$ cat src/rtl/m6809_mem16_xfer.sv
// m6809_mem16_xfer: 16-bit big-endian load/store sequencer between the
// 8-bit data bus and alu16.
//
// Loads read the MSB at ea, then the LSB at ea+1, and assemble the word on rdata.
// Stores write wdata[15:8] to ea, then wdata[7:0] to ea+1.
//
// Optional feature (macro M6809_MEM16_WAIT_EN):
//   defined   - a bus cycle completes only on a posedge with mem_ready=1
//   undefined - mem_ready is ignored and every bus cycle takes one clock
//
// Ports:
//   clk, reset_b           clock; synchronous active-low reset
//   start, is_store        begin a transfer (sampled in IDLE); direction
//   ea, wdata              effective address and store data, latched on start
//   busy, done             transfer in flight; one-cycle completion pulse
//   rdata                  assembled load word (feeds the alu16 operand input)
//   mem_addr, mem_dout     registered bus address and write data
//   mem_din                bus read data
//   mem_rd, mem_wr         registered bus strobes
//   mem_ready              bus cycle complete

module m6809_mem16_xfer #(
  parameter int          ADDR_W    = 16,
  parameter logic [15:0] RDATA_RST = 16'h0000
) (
  input  logic              clk,
  input  logic              reset_b,
  input  logic              start,
  input  logic              is_store,
  input  logic [ADDR_W-1:0] ea,
  input  logic [15:0]       wdata,
  output logic              busy,
  output logic              done,
  output logic [15:0]       rdata,
  output logic [ADDR_W-1:0] mem_addr,
  output logic [7:0]        mem_dout,
  input  logic [7:0]        mem_din,
  output logic              mem_rd,
  output logic              mem_wr,
  input  logic              mem_ready
);

  typedef enum logic [1:0] {
    S_IDLE,
    S_HI,
    S_LO,
    S_DONE
  } state_t;

  state_t state_q;
  state_t state_d;

  logic [ADDR_W-1:0] ea_q;
  logic [ADDR_W-1:0] ea_d;
  logic [15:0]       wdata_q;
  logic [15:0]       wdata_d;
  logic              st_q;
  logic              st_d;

  logic [ADDR_W-1:0] addr_q;
  logic [ADDR_W-1:0] addr_d;
  logic [7:0]        dout_q;
  logic [7:0]        dout_d;
  logic              rd_q;
  logic              rd_d;
  logic              wr_q;
  logic              wr_d;
  logic [15:0]       rdata_q;
  logic [15:0]       rdata_d;

  logic              bus_ok;
  logic [ADDR_W-1:0] ea_nxt;

`ifdef M6809_MEM16_WAIT_EN
  assign bus_ok = mem_ready;
`else
  logic unused_mem_ready;
  assign unused_mem_ready = mem_ready;
  assign bus_ok = 1'b1;
`endif

  // Second byte address; wraps naturally at the top of the address space.
  assign ea_nxt = ea_q + ADDR_W'(1);

  always_ff @(posedge clk) begin
    if (!reset_b) begin
      state_q <= S_IDLE;
      ea_q    <= '0;
      wdata_q <= '0;
      st_q    <= 1'b0;
      addr_q  <= '0;
      dout_q  <= '0;
      rd_q    <= 1'b0;
      wr_q    <= 1'b0;
      rdata_q <= RDATA_RST;
    end else begin
      state_q <= state_d;
      ea_q    <= ea_d;
      wdata_q <= wdata_d;
      st_q    <= st_d;
      addr_q  <= addr_d;
      dout_q  <= dout_d;
      rd_q    <= rd_d;
      wr_q    <= wr_d;
      rdata_q <= rdata_d;
    end
  end

  // Bus outputs are computed one cycle ahead so they leave the block
  // straight from flops, aligned with the state they belong to.
  always_comb begin
    state_d = state_q;
    ea_d    = ea_q;
    wdata_d = wdata_q;
    st_d    = st_q;
    addr_d  = addr_q;
    dout_d  = dout_q;
    rd_d    = rd_q;
    wr_d    = wr_q;
    rdata_d = rdata_q;

    unique case (state_q)
      S_IDLE: begin
        rd_d   = 1'b0;
        wr_d   = 1'b0;
        dout_d = '0;
        if (start) begin
          ea_d    = ea;
          wdata_d = wdata;
          st_d    = is_store;
          state_d = S_HI;
          addr_d  = ea;
          rd_d    = !is_store;
          wr_d    = is_store;
          dout_d  = is_store ? wdata[15:8] : 8'h00;
        end
      end
      S_HI: begin
        if (bus_ok) begin
          if (!st_q) begin
            rdata_d[15:8] = mem_din;
          end
          state_d = S_LO;
          addr_d  = ea_nxt;
          rd_d    = !st_q;
          wr_d    = st_q;
          dout_d  = st_q ? wdata_q[7:0] : 8'h00;
        end
      end
      S_LO: begin
        if (bus_ok) begin
          if (!st_q) begin
            rdata_d[7:0] = mem_din;
          end
          state_d = S_DONE;
          rd_d    = 1'b0;
          wr_d    = 1'b0;
          dout_d  = '0;
        end
      end
      S_DONE: begin
        state_d = S_IDLE;
      end
      default: begin
        state_d = S_IDLE;
        rd_d    = 1'b0;
        wr_d    = 1'b0;
      end
    endcase
  end

  assign busy     = (state_q != S_IDLE);
  assign done     = (state_q == S_DONE);
  assign rdata    = rdata_q;
  assign mem_addr = addr_q;
  assign mem_dout = dout_q;
  assign mem_rd   = rd_q;
  assign mem_wr   = wr_q;

endmodule

$ cat config.mk
export PLATFORM = sky130hd
export DESIGN_NAME = m6809_mem16_xfer
export DESIGN_NICKNAME = d
export VERILOG_FILES = /design/src/rtl/m6809_mem16_xfer.sv
export SDC_FILE = /design/constraint.sdc
export NUM_CORES = 1
export LEC_CHECK = 0
export ABC_AREA = 1
export BUFFER_PORTS_ARGS = -buffer_cell sky130_fd_sc_hd__buf_4
export CAP_MARGIN = 20
export CORE_MARGIN = 4
export CORE_UTILIZATION = 45
export CTS_BUF_LIST = sky130_fd_sc_hd__clkbuf_8
export DETAILED_ROUTE_END_ITERATION = 16
export PLACE_DENSITY = 0.71
export SLEW_MARGIN = 20
export SYNTH_ARGS = -nofsm -noshare
export SYNTH_HDL_FRONTEND = slang
export SYNTH_SLANG_ARGS = --single-unit
$ cat constraint.sdc
create_clock -name clk -period 4.63 [get_ports clk]
set_clock_uncertainty 0.05 [all_clocks]
set_input_delay 0.463 -clock clk [delete_from_list [all_inputs] [get_ports clk]]
set_output_delay 0.463 -clock clk [all_outputs]
set_load 0.01 [all_outputs]
==> impl_metrics.csv <==
group,metric,value,unit
sta,worst_pin_slew,0.908,ns
logic_synthesis,syn_nets,477,
logic_synthesis,syn-cell-area,3020,µm²
sta,hold_slack,0.295,ns
worst_setup_path,crit_path_max_incr_delay,0.76,ns
pwr,powerDensity,616,nW/µm²
grt,grt_max_degree,62,
sta,hold_viol,0,
sta,setup_tns,0,ns
final_layout,seq_area,1380,µm²
final_layout,layout-drive-gt1-share,22.0,%
routing,first_pass_iters,4,
logic_synthesis,synth_top_family_by_area,"compound AO/OA/AOI/OAI gates",
floorplan,dieHeight,89.9,µm
pwr,p_leak,1.85,nW
pwr,power,0.00242,W
clock_tree,clockBufferDepth,2,
place,dpl.hpwl,5240,µm
grt,grt_pass1_vias,2907,
worst_setup_path,path_max_fanout,24,
worst_setup_path,required,4.86,ns
worst_setup_path,arrival,3.03,ns
pwr,cell_internal_pwr,0.00149,W
floorplan,start_util,47.0,%
logic_synthesis,synth_warnings,0,
routing,wirelength,7580,µm
place,place_ws,1.82,ns
logic_synthesis,synthTopCellsByArea,"dfxtp_1, nor2_1, o21ai_0",
final_layout,fill_cells,601,
clock_tree,hold_buffers,0,
logic_synthesis,ys_seq_area_share,45.7,%
worst_setup_path,worstSetupEndpointType,"flip-flop",
clock_tree,cts_tree,"yes",
floorplan,rows,29,
logic_synthesis,synth_compound_area_share,21.7,%
pwr,comb_power_share,39.7,%
hold_path,hold_class,"input port to flip-flop",
pwr,swShare,38.5,%
sta,timing.fmax,357,MHz
worst_setup_path,cp-start-kind,"flip-flop",
final_layout,nets,559,
worst_setup_path,crit_type,"flip-flop to flip-flop",
logic_synthesis,synth_area_per_cell,7.09,µm²
sta,period_share,60.5,%
pwr,ir_worst_vdd,386,µV
routing,vias_per_cell,5.09,
floorplan,core_region_area,6420,µm²
floorplan,die_area,8090,µm²
place,place.port_buffers,87,
logic_synthesis,yosys.area_share.simple,20.4,%
run,maxCapViolations,0,
place,globalplace.congestion,0.767,
routing,wl_per_cell,12.8,µm
grt,overflow,0,
sta,post-route-min-period,2.80,ns
worst_setup_path,slowest_stage,"ha_1",
clock_tree,clkSinkCount,69,
sta,slew_headroom,39.5,%
pwr,pwr-share-clk,22.1,%
sta,fin_ws,1.83,ns
clock_tree,clk_pin_slew_worst_paths,0.08,ns
floorplan,ios,89,
clock_tree,cts_setup_buffers,0,
logic_synthesis,netlist_instances,426,
logic_synthesis,synthAdderAreaFrac,2.48,%
routing,vias,3005,
clock_tree,clockRootBuffer,"clkbuf_8",
grt,gr-usage-all-layers,19.1,%
logic_synthesis,synth_top_area_share,45.7,%
outcome,status,"finished clean",
logic_synthesis,synth_mux_area_share,0,%
routing,drc,0,
routing,drt_iter0_markers,116,
logic_synthesis,yosys_register_bits,69,
sta,setup_viol,0,
grt,antenna_found_initial,0,
clock_tree,htree_num_levels,3,
clock_tree,cts_buffers,9,
clock_tree,clk_latency,0.35,ns
final_layout,diodes,0,
logic_synthesis,synth_xor_area_share,0.870,%
logic_synthesis,yosysUniqueCellTypes,19,
sta,slew_violations,0,
worst_setup_path,crit_path_frequent_cell,"inv_2",
floorplan,die_width,89.9,µm
final_layout,multi_input_area,1370,µm²
logic_synthesis,synth_top_cell_by_area,"dfxtp_1",
worst_setup_path,critical_path.cell_chain,"inv_1 -> ha_1 -> inv_2 -> o21ai_2 -> inv_2 -> nor2_1 -> o21ai_1 -> a21oi_1",
sta,rsz0062_at_grt,"false",
clock_tree,cts_resized,0,
pwr,p_sw,0.000931,W
grt,grt_first_pass_wirelength,12800,µm
routing,ant_nets,0,
pwr,power_frac_seq,38.1,%
final_layout,syn_to_final_growth,29.9,%
worst_setup_path,cp_top_family,"adder cells",
worst_setup_path,path_buf_inv,3,
## stage by stage
stage               utilization (%)  std cells  cell area [µm²]
floorplan                         -        426             3020
global placement               57.8        574             3710
detailed placement             57.8        574             3710
CTS                            61.1        590             3930
global route                   61.1        590             3930
finish                         61.1        590             3930
## registers in the layout, indices dropped and copies added, names as in the netlist
name / count
ea_q: 16
st_q: 1
mem_dout: 8
rdata: 16
mem_rd: 1
mem_wr: 1
state_q: 2
mem_addr: 16
wdata_q: 8
## final timing paths
| kind | slack (ns) | endpoint | startpoint | cells after the start |
|---|---|---|---|---|
| max | 1.83 | mem_addr[12] | state_q[1] | 8 |
| min | 0.30 | rdata[4] | mem_din[4] | 3 |
| max reg2reg | 1.83 | mem_addr[12] | state_q[1] | 8 |
| min reg2reg | 0.40 | wdata_q[1] | wdata_q[1] | 2 |
## worst register-to-register path, stage by stage, from the launching register on
cell and delay, ns:
dfxtp_1 0.34, inv_1 0.10, ha_1 0.76, inv_2 0.30, o21ai_2 0.52, inv_2 0.30
nor2_1 0.16, o21ai_1 0.08, a21oi_1 0.12
## cells by family after synthesis
| kind of cell | after synthesis |
|---|---|
| and+or+nand+nor | 155 |
| AOI/OAI and AO/OA | 123 |
| buffers and inverters | 70 |
| DFF | 69 |
| adders and majority gates | 6 |
| xor gates and xnor gates | 3 |
## cell usage in the layout, fill, tap and decap left out
cell type	synthesis	layout
a21oi_1	43	43
a221oi_1	1	1
a31oi_1	3	3
buf_4	0	88
bufinv_16	0	2
clkbuf_8	0	9
clkinv_2	0	2
clkinv_4	0	2
dfxtp_1	69	69
ha_1	6	6
inv_1	46	47
inv_2	7	7
nand2_1	51	51
nand3_1	19	19
nand4_1	2	2
nor2_1	81	81
nor2_2	2	2
o21ai_0	47	47
o21ai_1	20	20
o21ai_2	1	1
o221ai_1	8	8
xor2_1	3	3
## layout make-up
class | count | share of cell area (%)
clock buffer | 9 | 3.15
clock inverter | 7 | 2.33
inverter | 53 | 5.07
multi-input combinational | 287 | 35.0
sequential | 69 | 35.2
tap | 77 | 2.45
timing repair buffer | 88 | 16.8
## metal layers
metal | global-route usage [%] | vias to the layer above | wire (µm)
met5 | 0 | - | 0
met4 | 8.04 | 0 | 165
met3 | 6.34 | 13 | 507
met2 | 30.3 | 70 | 3380
met1 | 24.0 | 1366 | 3520
li1 | - | 1556 | -
## power groups by stage
stage / logic (W) / clock network, W / registers [W]
floorplan: 0.000539 / 0 / 0.000977
global placement: 0.000942 / 0 / 0.000929
detailed placement: 0.000964 / 0 / 0.000933
CTS: 0.000969 / 0.000544 / 0.000923
global route: 0.00109 / 0.000568 / 0.000951
finish: 0.000960 / 0.000535 / 0.000922
## cells in the mapped netlist, drive strengths merged
| cell | n |
|---|---|
| nand4 | 2 |
| a31oi | 3 |
| o21ai | 68 |
| o221ai | 8 |
| clkbuf | 14 |
| nor2 | 83 |
| ha | 6 |
| dfxtp | 69 |
| inv | 53 |
| nand3 | 19 |
| a221oi | 1 |
| xor2 | 3 |
| a21oi | 43 |
| nand2 | 51 |
| buf | 3 |
Power figures use the tool's default switching activity.
